==> config.mk <==
export PLATFORM = sky130hd
export DESIGN_NAME = clk_period_meter_flat
export DESIGN_NICKNAME = d
export VERILOG_FILES = /design/src/rtl/clk_period_meter_if.sv /design/src/rtl/clk_period_meter.sv /design/src/flat_wrapper.sv
export SDC_FILE = /design/constraint.sdc
export NUM_CORES = 1
export LEC_CHECK = 0
export BUFFER_PORTS_ARGS = -buffer_cell sky130_fd_sc_hd__buf_2
export CAP_MARGIN = 20
export CORE_MARGIN = 2
export CORE_UTILIZATION = 30
export DETAILED_ROUTE_END_ITERATION = 8
export PLACE_DENSITY = 0.49
export SYNTH_ARGS = -nofsm -noshare
export SYNTH_HDL_FRONTEND = slang
export SYNTH_SLANG_ARGS = --single-unit
==> constraint.sdc <==
create_clock -name clock_in -period 3.9 [get_ports clock_in]
set_input_delay 0.78 -clock clock_in [delete_from_list [all_inputs] [get_ports clock_in]]
set_output_delay 0.78 -clock clock_in [all_outputs]
set_load 0.05 [all_outputs]
==> src/rtl/clk_period_meter_if.sv <==
`default_nettype none
// ============================================================================
// Module      : clk_period_meter_if
// Description : Result/handshake bundle of clk_period_meter. The meter drives
//               the measurement results and status flags; the consumer drives
//               meas_ack.
//   meas_valid  result registers hold an unconsumed measurement
//   meas_ack    consumer accepts the current result
//   period_cyc  clock_in cycles between two consecutive rising edges
//   high_cyc    cycles the synchronized input was high in that period
//   timeout     sticky: no rising edge seen for TIMEOUT cycles
//   overrun     sticky: an unacknowledged result was overwritten
// Revision    : 1.0 - initial release
// ============================================================================
interface clk_period_meter_if #(
    parameter int CNT_W = 28
);
    logic             meas_valid;
    logic             meas_ack;
    logic [CNT_W-1:0] period_cyc;
    logic [CNT_W-1:0] high_cyc;
    logic             timeout;
    logic             overrun;

    modport master (
        output meas_valid,
        output period_cyc,
        output high_cyc,
        output timeout,
        output overrun,
        input  meas_ack
    );

    modport slave (
        input  meas_valid,
        input  period_cyc,
        input  high_cyc,
        input  timeout,
        input  overrun,
        output meas_ack
    );
endinterface
`default_nettype wire

==> src/rtl/clk_period_meter.sv <==
`default_nettype none
// ============================================================================
// Module      : clk_period_meter
// Description : Measures the period and high time of a slow square wave that
//               is asynchronous to clock_in, in clock_in cycles, and hands
//               each result over through a valid/ack handshake.
//   clock_in  in   system clock, all logic on posedge
//   reset_n   in   asynchronous active-low reset (release is synchronized)
//   sig_in    in   measured signal, asynchronous to clock_in
//   meas      if   clk_period_meter_if.master: results, flags, meas_ack
// Revision    : 1.0 - initial release
// ============================================================================
module clk_period_meter #(
    parameter int               CNT_W   = 28,
    parameter logic [CNT_W-1:0] TIMEOUT = CNT_W'(200000000)
) (
    input  wire logic           clock_in,
    input  wire logic           reset_n,
    input  wire logic           sig_in,
    clk_period_meter_if.master  meas
);

    localparam logic [0:0]       S_IDLE    = 1'b0;
    localparam logic [0:0]       S_MEAS    = 1'b1;
    localparam logic [CNT_W-1:0] c_cnt_one = CNT_W'(1);
    localparam logic [CNT_W-1:0] c_cnt_max = '1;

    // Reset: asserts asynchronously, releases on a clock edge so that no
    // flop sees a release too close to clock_in.
    logic r_rst_meta;
    logic r_rst_sync;

    always_ff @(posedge clock_in or negedge reset_n) begin
        if (!reset_n) begin
            r_rst_meta <= 1'b0;
            r_rst_sync <= 1'b0;
        end else begin
            r_rst_meta <= 1'b1;
            r_rst_sync <= r_rst_meta;
        end
    end

    logic             r_s1;
    logic             r_s2;
    logic             r_prev;
    logic [0:0]       r_state;
    logic [0:0]       w_state_nxt;
    logic [CNT_W-1:0] r_pcnt;
    logic [CNT_W-1:0] r_hcnt;
    logic [CNT_W-1:0] r_period;
    logic [CNT_W-1:0] r_high;
    logic             r_valid;
    logic             r_timeout;
    logic             r_overrun;

    logic w_rise;
    logic w_arm;
    logic w_capture;
    logic w_tmo;
    logic w_count;

    // Two-stage synchronizer, plus one more stage for edge detection.
    always_ff @(posedge clock_in or negedge r_rst_sync) begin
        if (!r_rst_sync) begin
            r_s1   <= 1'b0;
            r_s2   <= 1'b0;
            r_prev <= 1'b0;
        end else begin
            r_s1   <= sig_in;
            r_s2   <= r_s1;
            r_prev <= r_s2;
        end
    end

    assign w_rise = r_s2 & ~r_prev;

    // ---------------- FSM: state register ----------------
    always_ff @(posedge clock_in or negedge r_rst_sync) begin
        if (!r_rst_sync) begin
            r_state <= S_IDLE;
        end else begin
            r_state <= w_state_nxt;
        end
    end

    // ---------------- FSM: next state ----------------
    always_comb begin
        w_state_nxt = r_state;
        case (r_state)
            S_IDLE:  if (w_rise) w_state_nxt = S_MEAS;
            S_MEAS:  if (!w_rise && (r_pcnt == TIMEOUT)) w_state_nxt = S_IDLE;
            default: w_state_nxt = S_IDLE;
        endcase
    end

    // ---------------- FSM: control outputs ----------------
    // A rise in IDLE only arms the counters; a rise in MEAS closes a period.
    always_comb begin
        w_arm     = 1'b0;
        w_capture = 1'b0;
        w_tmo     = 1'b0;
        w_count   = 1'b0;
        case (r_state)
            S_IDLE: begin
                w_arm = w_rise;
            end
            S_MEAS: begin
                w_capture = w_rise;
                w_tmo     = !w_rise && (r_pcnt == TIMEOUT);
                w_count   = !w_rise && (r_pcnt != TIMEOUT);
            end
            default: begin
                w_arm = 1'b0;
            end
        endcase
    end

    // Period / high-time counters. They restart at 1 because the rise cycle
    // itself belongs to the new period and is a high cycle. Both saturate.
    always_ff @(posedge clock_in or negedge r_rst_sync) begin
        if (!r_rst_sync) begin
            r_pcnt <= '0;
            r_hcnt <= '0;
        end else if (w_arm || w_capture) begin
            r_pcnt <= c_cnt_one;
            r_hcnt <= c_cnt_one;
        end else if (w_count) begin
            if (r_pcnt != c_cnt_max) begin
                r_pcnt <= r_pcnt + c_cnt_one;
            end
            if (r_s2 && (r_hcnt != c_cnt_max)) begin
                r_hcnt <= r_hcnt + c_cnt_one;
            end
        end
    end

    // Result registers and handshake. A capture coinciding with an ack hands
    // the old result over and loads the new one, so it is not an overrun.
    always_ff @(posedge clock_in or negedge r_rst_sync) begin
        if (!r_rst_sync) begin
            r_period  <= '0;
            r_high    <= '0;
            r_valid   <= 1'b0;
            r_timeout <= 1'b0;
            r_overrun <= 1'b0;
        end else if (w_capture) begin
            r_period  <= r_pcnt;
            r_high    <= r_hcnt;
            r_valid   <= 1'b1;
            r_timeout <= 1'b0;
            if (r_valid) begin
                r_overrun <= ~meas.meas_ack;
            end
        end else begin
            if (w_tmo) begin
                r_timeout <= 1'b1;
            end
            if (r_valid && meas.meas_ack) begin
                r_valid   <= 1'b0;
                r_overrun <= 1'b0;
            end
        end
    end

    assign meas.meas_valid = r_valid;
    assign meas.period_cyc = r_period;
    assign meas.high_cyc   = r_high;
    assign meas.timeout    = r_timeout;
    assign meas.overrun    = r_overrun;

endmodule
`default_nettype wire

==> src/flat_wrapper.sv <==
// flat-port wrapper written by rule: the top's interface ports become plain ports
module clk_period_meter_flat 
#(
    parameter int               CNT_W   = 28,
    parameter logic [CNT_W-1:0] TIMEOUT = CNT_W'(200000000)
)
  (clock_in, reset_n, sig_in, meas_meas_valid, meas_period_cyc, meas_high_cyc, meas_timeout, meas_overrun, meas_meas_ack);
  clk_period_meter_if #(.CNT_W(CNT_W)) meas_i ();
  input  wire logic clock_in;
  input  wire logic reset_n;
  input  wire logic sig_in;
  output wire logic [$bits(meas_i.meas_valid)-1:0] meas_meas_valid;
  output wire logic [$bits(meas_i.period_cyc)-1:0] meas_period_cyc;
  output wire logic [$bits(meas_i.high_cyc)-1:0] meas_high_cyc;
  output wire logic [$bits(meas_i.timeout)-1:0] meas_timeout;
  output wire logic [$bits(meas_i.overrun)-1:0] meas_overrun;
  input wire logic [$bits(meas_i.meas_ack)-1:0] meas_meas_ack;
  assign meas_meas_valid = meas_i.meas_valid;
  assign meas_period_cyc = meas_i.period_cyc;
  assign meas_high_cyc = meas_i.high_cyc;
  assign meas_timeout = meas_i.timeout;
  assign meas_overrun = meas_i.overrun;
  assign meas_i.meas_ack = meas_meas_ack;
  clk_period_meter #(.CNT_W(CNT_W), .TIMEOUT(TIMEOUT)) u_core (.clock_in(clock_in), .reset_n(reset_n), .sig_in(sig_in), .meas(meas_i));
endmodule
# Word-level counts from Yosys, hierarchy flattened
# Cells that the tools add are included.
dict set report totals {
  inputBits 4
  output_inout_bits 59
  wordCells 57
  regBits 121
}
dict set report op_classes {
  n_addsub 2
  bitwise_logic 4
  eq_ne 5
  n_reduce_logical 14
  muxes 19
}
# cell n
set op_table {}
lappend op_table {{$mux W28} 6}
lappend op_table {{$ne A28 B28 Y1 const B} 3}
lappend op_table {{$add A28 B1 Y28 const B} 2}
lappend op_table {{$eq A28 B28 Y1 const B} 1}
lappend op_table {{$mux W1} 12}
lappend op_table {{$reduce_bool A2 Y1} 5}
lappend op_table {{$reduce_and A2 Y1} 3}
lappend op_table {{$logic_and A1 B1 Y1} 4}
lappend op_table {{$not A1 Y1} 3}
lappend op_table {{$ne A2 B1 Y1 const B} 1}
lappend op_table {{$pmux W1 S2} 1}
lappend op_table {{$and A1 B1 Y1} 1}
lappend op_table {{$logic_not A1 Y1} 1}
lappend op_table {{$logic_or A1 B1 Y1} 1}

# Logic depth before layout (Yosys ltp)
# Gate-level depths: netlist of the first run.
dict set report logic_depth {
  depth_word 7
  depth_mapped 9
  ltp_nobuf 7
}

# Worst setup path after synthesis of the first run
# No wires, ideal clock.
dict set report synth_path {
  kind {register to register}
  startpoint {register u_core.r_pcnt[0]}
  endpoint {register u_core.r_pcnt[23]}
  arrival_time_ns 2.116
  path_slack_ns 1.706
  required_ns 3.822
  period_less_slack_ns 2.194
  setup_time_ns 0.078
  stages_incl_launch_ff 10
  n_path_buf 3
  cell_sequence {dfrtp_1 -> ha_1 -> buf_6 -> and4_4 -> and4_4 -> buf_6 -> a22o_1 -> buf_6 -> or4_1 -> a21oi_1}
}
dict set report synth_via {
  elab_chain_len 5
}
# element line
set synth_lines {}
lappend synth_lines {{start, declared} clk_period_meter.sv:48} ;# logic [CNT_W-1:0] r_pcnt;
lappend synth_lines {{start signal, assigned} clk_period_meter.sv:125} ;# r_pcnt <= c_cnt_one;
lappend synth_lines {{start signal, assigned} clk_period_meter.sv:129} ;# r_pcnt <= r_pcnt + c_cnt_one;
lappend synth_lines {{branches (longest 5 deep; another with $add A28 B1 Y28)} --}
# Several ways; the timed one is not identified. The select of a mux whose other input is x is not followed.
# A chain may end at the register's enable or synchronous reset.

# Worst setup path after layout of the first run
dict set report layout_path {
  startpoint {register u_core.r_hcnt[0]}
  endpoint {register u_core.r_hcnt[13]}
}
dict set report layout_via {
  elab_chain_len 4
}
# element line
set layout_lines {}
lappend layout_lines {{start, declared} clk_period_meter.sv:49} ;# logic [CNT_W-1:0] r_hcnt;
lappend layout_lines {{start signal, assigned} clk_period_meter.sv:126} ;# r_hcnt <= c_cnt_one;
lappend layout_lines {{start signal, assigned} clk_period_meter.sv:132} ;# r_hcnt <= r_hcnt + c_cnt_one;
lappend layout_lines {{$add A28 B1 Y28 or $ne A28 B28 Y1 (tied branches)} {clk_period_meter.sv:132, clk_period_meter.sv:131}}
lappend layout_lines {{$mux W28 or $logic_and A1 B1 Y1 (tied branches)} clk_period_meter.sv:131} ;# if (r_s2 && (r_hcnt != c_cnt_max)) begin
lappend layout_lines {{$mux W28 or $reduce_bool A2 Y1 (tied branches)} --}
lappend layout_lines {{$mux W28 or $reduce_and A2 Y1 (tied branches)} --}
# Several ways; a longest one is shown, not always the timed one. The select of a mux whose other input is x is not followed.

==> impl_metrics.env, run 1 <==
export IMPL_run_status="complete, no violations"
export IMPL_layout_common_cells="dfrtp_1, buf_2, mux2_2"
export IMPL_synth_top_area_cell="dfrtp_1"
export IMPL_ant_nets=0
export IMPL_gp_congestion=0.802
export IMPL_drt_total_wl_um=15600
export IMPL_synth_area_um2=6180
export IMPL_portBuffers=62
export IMPL_fin_ws_ns=1.31
export IMPL_synth_edff_count=0
export IMPL_grtUsageMet1_pct=19.4
export IMPL_cts_hold_buffers=0
export IMPL_reg2reg_depth=6
export IMPL_crit_type="reg2reg"
export IMPL_hpwlAfterDp_um=10700
export IMPL_htreeDepth=4
export IMPL_vdd_drop_max_mv=0.287
export IMPL_synth_main_ff_cell="dfrtp_1"
export IMPL_syn_nets=597
export IMPL_final_common_cell="dfrtp_1"
export IMPL_tightest_slew_ns=0.860
export IMPL_cts_buffers=17
export IMPL_grt_max_degree=61
export IMPL_cts_tree="yes"
export IMPL_cap_violations=0
export IMPL_seq_area_frac_synth_pct=49.0
export IMPL_vias_per_cell=5.37
export IMPL_synth_area_leaders="dfrtp_1, mux2_2, nand3_1, nand2_1, a21oi_1"
export IMPL_ctsResizeCount=0
export IMPL_p_per_area_nw_per_um2=490
export IMPL_die_area_um2=21800
export IMPL_drv_slew=0
export IMPL_period_share_pct=66.5
export IMPL_setup_viol_count_final=0
export IMPL_fmax_mhz=386
export IMPL_die_w_um=148
export IMPL_power_leakage_nw=3.27
export IMPL_clockBufferDepth=2
export IMPL_cp_cell_sequence="ha_1 > nand3_1 > nor4_2 > and2_1 > nand2b_1 > o311ai_0"
export IMPL_num_vias=4933
export IMPL_critPathBufInv=0
export IMPL_crit_cells=6
export IMPL_drt_pass1_iterations=4
export IMPL_grtUsageTotal_pct=15.2
export IMPL_cts_sinks=121
export IMPL_postCtsSetupRepairBufs=0
export IMPL_postSynthAreaPerCell_um2=10.5
export IMPL_grt_busiest_layer="met2"
export IMPL_worstPathMaxFanout=26
export IMPL_path_clk_slew_ns=0.06
export IMPL_grt_util_met2_pct=25.1
export IMPL_cp_endpoint="u_core.r_hcnt[13]$_DFFE_PN0P_"
export IMPL_antenna_found_initial=0
export IMPL_crit_slowest_cell="and2_1"
export IMPL_gr_total_overflow=0
export IMPL_grt_pass1_wl_um=26300
export IMPL_area_delta_synth_final_pct=17.9
export IMPL_drive_gt1_share_pct=25.3
export IMPL_hold_ws_ns=0.136
export IMPL_drc=0
export IMPL_dp_slack_ns=1.32
export IMPL_async_flop_share_pct=100
export IMPL_min_period_ns=2.59
export IMPL_finalSetupTns_ns=0
export IMPL_fin_nets=644
export IMPL_use_met3_pct=3.49
export IMPL_synth_seq_cells=121
export IMPL_std_cell_rows=52
export IMPL_n_antenna_cell=0
export IMPL_end_kind="flop"
export IMPL_crit_start="u_core.r_hcnt[0]$_DFFE_PN0P_"
export IMPL_core_area_um2=20200
export IMPL_start_util_pct=30.5
export IMPL_rsz0062_at_grt="no"
export IMPL_slowest_delay_ns=0.69
export IMPL_cp_start_kind="flop"
export IMPL_ys_warnings_count=0
export IMPL_synth_cells=590
export IMPL_min_path_type="in2async"
export IMPL_relSlewSlack_pct=42.7
export IMPL_r2r_slack_ns=1.31
export IMPL_synth_cell_type_count=62
export IMPL_die_h_um=148
export IMPL_r2r_start="u_core.r_hcnt[0]$_DFFE_PN0P_"
export IMPL_io_pins=63
export IMPL_rr_endpoint="u_core.r_hcnt[13]$_DFFE_PN0P_"
export IMPL_grt_pass1_vias=4947
export IMPL_synth_top_cell_area_share_pct=49.0
export IMPL_critPathRequiredTime_ns=4.17
export IMPL_arrival_ns=2.86
export IMPL_skew_ns=0.0137
export IMPL_crit_family="simple AND/OR/NAND/NOR gates"
export IMPL_avgRoutedWirePerCell_um=17.0
export IMPL_drt_first_iter_violations=291
export IMPL_clk_latency_ns=0.42
export IMPL_hold_viol_final=0
export IMPL_cts_root_buf="clkbuf_16"
[per-stage QoR]
stage	instances	total power [mW]	area (µm²)	utilization, %
after global placement	888	1.94	6680	33.0
after floorplan	590	1.81	6180	-
after detailed placement	888	1.95	6680	33.0
after global routing	918	3.74	7290	36.0
after CTS	918	3.63	7290	36.0
final	918	3.57	7290	36.0
[how the worst min path moves through the flow]
stage / end / slack (ns) / from
2_1_floorplan: u_core.r_rst_sync$_DFF_PN0_ / 0.33 / u_core.r_rst_meta$_DFF_PN0_
3_3_place_gp: u_core.r_rst_sync$_DFF_PN0_ / 0.33 / u_core.r_rst_meta$_DFF_PN0_
3_5_place_dp: u_core.r_rst_sync$_DFF_PN0_ / 0.34 / u_core.r_rst_meta$_DFF_PN0_
4_1_cts: u_core.r_rst_sync$_DFF_PN0_ / 0.12 / reset_n
5_1_grt: u_core.r_rst_sync$_DFF_PN0_ / 0.13 / reset_n
6_report: u_core.r_rst_meta$_DFF_PN0_ / 0.14 / reset_n
[kinds of logic after synthesis]
logic type / share of synthesized area, %
AO/OA/AOI/OAI: 13.1
adder cells (fa/ha/maj): 0.607
buffers and inverters: 3.99
flip-flops: 49.0
multiplexers: 9.78
other: 0.0607
AND/OR/NAND/NOR: 23.5
[cell type report]
type,count,area [µm²]
Inverter,9,33.8
Clock buffer,21,460
Sequential cell,121,3030
Tap cell,270,338
Multi-Input combinational cell,420,2910
Clock inverter,9,148
Timing Repair Buffer,68,368
Fill cell,2002,12900
[report_power, final]
group          switching (mW)  internal, mW
clock network           0.560          1.09
logic                   0.321         0.138
registers               0.118          1.34
total                   0.999          2.57
[metal layers]
layer / share of wire (%) / wire, µm
met1: 45 / 7020
met2: 50 / 7800
met3: 3.4 / 530
met4: 1.9 / 290
met5: 0 / 0
[sequential cells by signal (all words and copies together) (netlist names), 28 cells and up]
name and cells:
u_core.r_hcnt 28, u_core.r_pcnt 28, u_core.meas.high_cyc 28, u_core.meas.period_cyc 28
[Yosys cell counts, types with 15 or more instances]
cell type and instances:
dfrtp_1 121, o21ai_0 21, clkbuf_1 21, or4_1 18, or3_1 20, nand3_1 37, a21oi_1 34, mux2_2 51
nand2_1 46, nand2b_1 15, nand4_1 20
No activity file was read; power rests on OpenSTA's default activity.
==> run 2, diff against run 1 <==
- ABC_AREA: unset -> 1
- clock period: 3.9 -> 2.4 ns (I/O delays scaled with it)
==> run 2 against run 1 <==
Clock power increased by 68%. Combinational power is 54% higher. Synthesized area up 4.5%. Maximum frequency rose by 22%. Count of clock-buffer cells in the layout grew 2. Largest power group unchanged. Highest routed layer unchanged.
==> impl_metrics.env, run 2 <==
export IMPL_hold_viol_final=0
export IMPL_die_h_um=151
export IMPL_die_area_um2=22700
export IMPL_p_sw_mw=1.60
export IMPL_grt_pass1_wl_um=29700
export IMPL_gr_total_overflow=0
export IMPL_crit_type="reg2reg"
export IMPL_cp_start_kind="flop"
export IMPL_rsz0062_at_grt="no"
export IMPL_final_area_um2=7720
export IMPL_grt_max_degree=50
export IMPL_ant_nets=0
export IMPL_cts_buffers=17
export IMPL_drt_total_wl_um=17900
export IMPL_cts_sinks=121
export IMPL_grt_busiest_layer="met2"
export IMPL_yosys_top_cells_count="nand2_1, dfrtp_1, nor2_1"
export IMPL_yosysMostFrequentCell="nand2_1"
export IMPL_swShare_pct=27.8
export IMPL_grtUsageMet1_pct=23.1
export IMPL_min_period_ns=2.13
export IMPL_critPathRequiredTime_ns=2.76
export IMPL_std_cell_rows=53
export IMPL_synth_cells=902
export IMPL_seq_area_frac_synth_pct=46.9
export IMPL_gp_congestion=0.883
export IMPL_num_vias=5812
export IMPL_synth_top_cell_area_share_pct=46.9
export IMPL_cap_violations=0
export IMPL_vias_per_cell=4.63
export IMPL_worstPathMaxFanout=28
export IMPL_fin_nets=975
export IMPL_async_flop_share_pct=100
export IMPL_grt_pass1_vias=5551
export IMPL_synth_main_ff_cell="dfrtp_1"
export IMPL_p_seq_share_pct=39.6
export IMPL_vdd_drop_max_mv=0.511
export IMPL_clockBufferDepth=2
export IMPL_synth_seq_cells=121
export IMPL_drc=0
export IMPL_end_kind="flop"
export IMPL_final_cells=1255
export IMPL_use_met3_pct=3.33
export IMPL_ys_warnings_count=0
export IMPL_pwr_share_clk_pct=48.1
export IMPL_synth_top_area_cell="dfrtp_1"
export IMPL_p_per_area_nw_per_um2=747
export IMPL_crit_start="u_core.r_pcnt[1]$_DFFE_PN0P_"
export IMPL_antenna_found_initial=0
export IMPL_portBuffers=62
export IMPL_period_share_pct=88.8
export IMPL_placedCellCount=1223
export IMPL_io_pins=63
export IMPL_final_common_cell="nand2_1"
export IMPL_post_route_util_pct=36.6
export IMPL_synth_area_um2=6460
export IMPL_start_util_pct=30.6
export IMPL_drt_first_iter_violations=365
export IMPL_cts_root_buf="clkbuf_16"
export IMPL_arrival_ns=2.50
export IMPL_postSynthAreaPerCell_um2=7.16
export IMPL_min_from="sig_in"
export IMPL_setup_viol_count_final=0
export IMPL_core_area_um2=21100
export IMPL_run_status="complete, no violations"
export IMPL_hold_ws_ns=0.156
export IMPL_synth_cell_type_count=31
export IMPL_hpwlAfterDp_um=12700
export IMPL_n_antenna_cell=0
export IMPL_postCtsSetupRepairBufs=0
export IMPL_syn_nets=909
export IMPL_skew_ns=0.0122
export IMPL_min_path_type="in2reg"
export IMPL_finalSetupTns_ns=0
export IMPL_clk_latency_ns=0.43
export IMPL_fmax_mhz=469
export IMPL_tightest_slew_ns=0.551
export IMPL_r2r_slack_ns=0.27
export IMPL_placed_area_um2=7080
export IMPL_relSlewSlack_pct=63.3
export IMPL_grt_util_met2_pct=26.8
export IMPL_pwr_share_comb_pct=12.3
export IMPL_area_delta_synth_final_pct=19.5
export IMPL_drive_gt1_share_pct=13.1
export IMPL_avgRoutedWirePerCell_um=14.3
export IMPL_htreeDepth=4
export IMPL_p_int_mw=4.16
export IMPL_grtUsageTotal_pct=16.9
export IMPL_synth_edff_count=0
export IMPL_layout_common_cells="nand2_1, dfrtp_1, nor2_1"
export IMPL_synth_area_leaders="dfrtp_1, nand2_1, nor2_1, nand3_1, o21ai_0"
export IMPL_cts_tree="yes"
export IMPL_power_leakage_nw=3.89
export IMPL_drv_slew=0
export IMPL_die_w_um=151
export IMPL_drt_pass1_iterations=5
export IMPL_r2r_start="u_core.r_pcnt[1]$_DFFE_PN0P_"
export IMPL_path_clk_slew_ns=0.06
## run 2: cell types whose count changed after synthesis, moves of 21 or more
cell and change:
nand2_1 +337, nor2_1 +99, inv_1 +59, mux2_2 -51
o21ai_0 +32, a21oi_1 -27, nand3_1 +21
## run 2: worst max-delay path, cell delays in order, from the launching register on
cell and delay [ns]:
dfrtp_1 0.41, ha_1 0.26, nand2_1 0.15, nor2_4 0.15, nand2_2 0.12, nor2_4 0.19
nand4_4 0.29, nand2_8 0.32, nand2_1 0.08, nand2_1 0.07
## run 2: what timing repair did
action,4_1_cts,5_1_grt
hold buffers,1,0
endpoints found under the setup margin,0,3
endpoints found under the hold margin,2,0
gates resized for setup,0,1
## run 2: kinds of logic (layout without fill, tap and decap cells)
logic type      count (synthesis)  in the layout  synth area share (%)
simple gates                  599            599                  38.8
flops                         121            121                  46.9
buf+inv                        99            177                  6.53
compound gates                 66             66                  5.39
xor+xnor                       13             13                  1.76
fa+ha+maj                       3              3                 0.581
other cells                     1              1                0.0581
## run 2: cell type report
class                      instances  area (µm²)
clock buffer                      23         478
clock inverter                     8         143
fill                            2301       13400
inverter                          69         259
multi-input combinational        682        3020
sequential                       121        3030
tap                              275         344
timing repair buffer              77         438
## run 2: per-stage QoR
stage	setup WS (ns)	power (mW)
floorplan	0.381	2.82
global placement	0.280	3.04
detailed placement	0.254	3.03
CTS	0.227	5.83
global route	0.0581	6.02
finish	0.269	5.76
## run 2: routing by layer
layer | vias up | share of wire [%]
met2 | 112 | 46
met4 | 0 | 1.4
met5 | - | 0
met1 | 2731 | 49
met3 | 20 | 3.5
li1 | 2949 | -
## run 2: power by group through the flow
stage | Sequential [mW] | Combinational (mW) | Clock, mW
after floorplan | 2.50 | 0.316 | 0
after global placement | 2.32 | 0.717 | 0
after detailed placement | 2.32 | 0.715 | 0
after CTS | 2.28 | 0.719 | 2.83
after global routing | 2.30 | 0.792 | 2.92
final | 2.28 | 0.709 | 2.77
## run 2: worst paths after layout
| check | endpoint | cells after the start |
|---|---|---|
| max reg2reg | u_core.r_pcnt[22]$_DFFE_PN0P_ | 9 |
| min in group asynchronous | u_core.meas.period_cyc[17]$_DFFE_PN0P_ | 0 |
| max in group asynchronous | u_core.meas.high_cyc[0]$_DFFE_PN0P_ | 1 |
| min reg2reg | u_core.meas.period_cyc[17]$_DFFE_PN0P_ | 0 |
| max | u_core.r_pcnt[22]$_DFFE_PN0P_ | 9 |
| min | u_core.r_s1$_DFF_PN0_ | 1 |
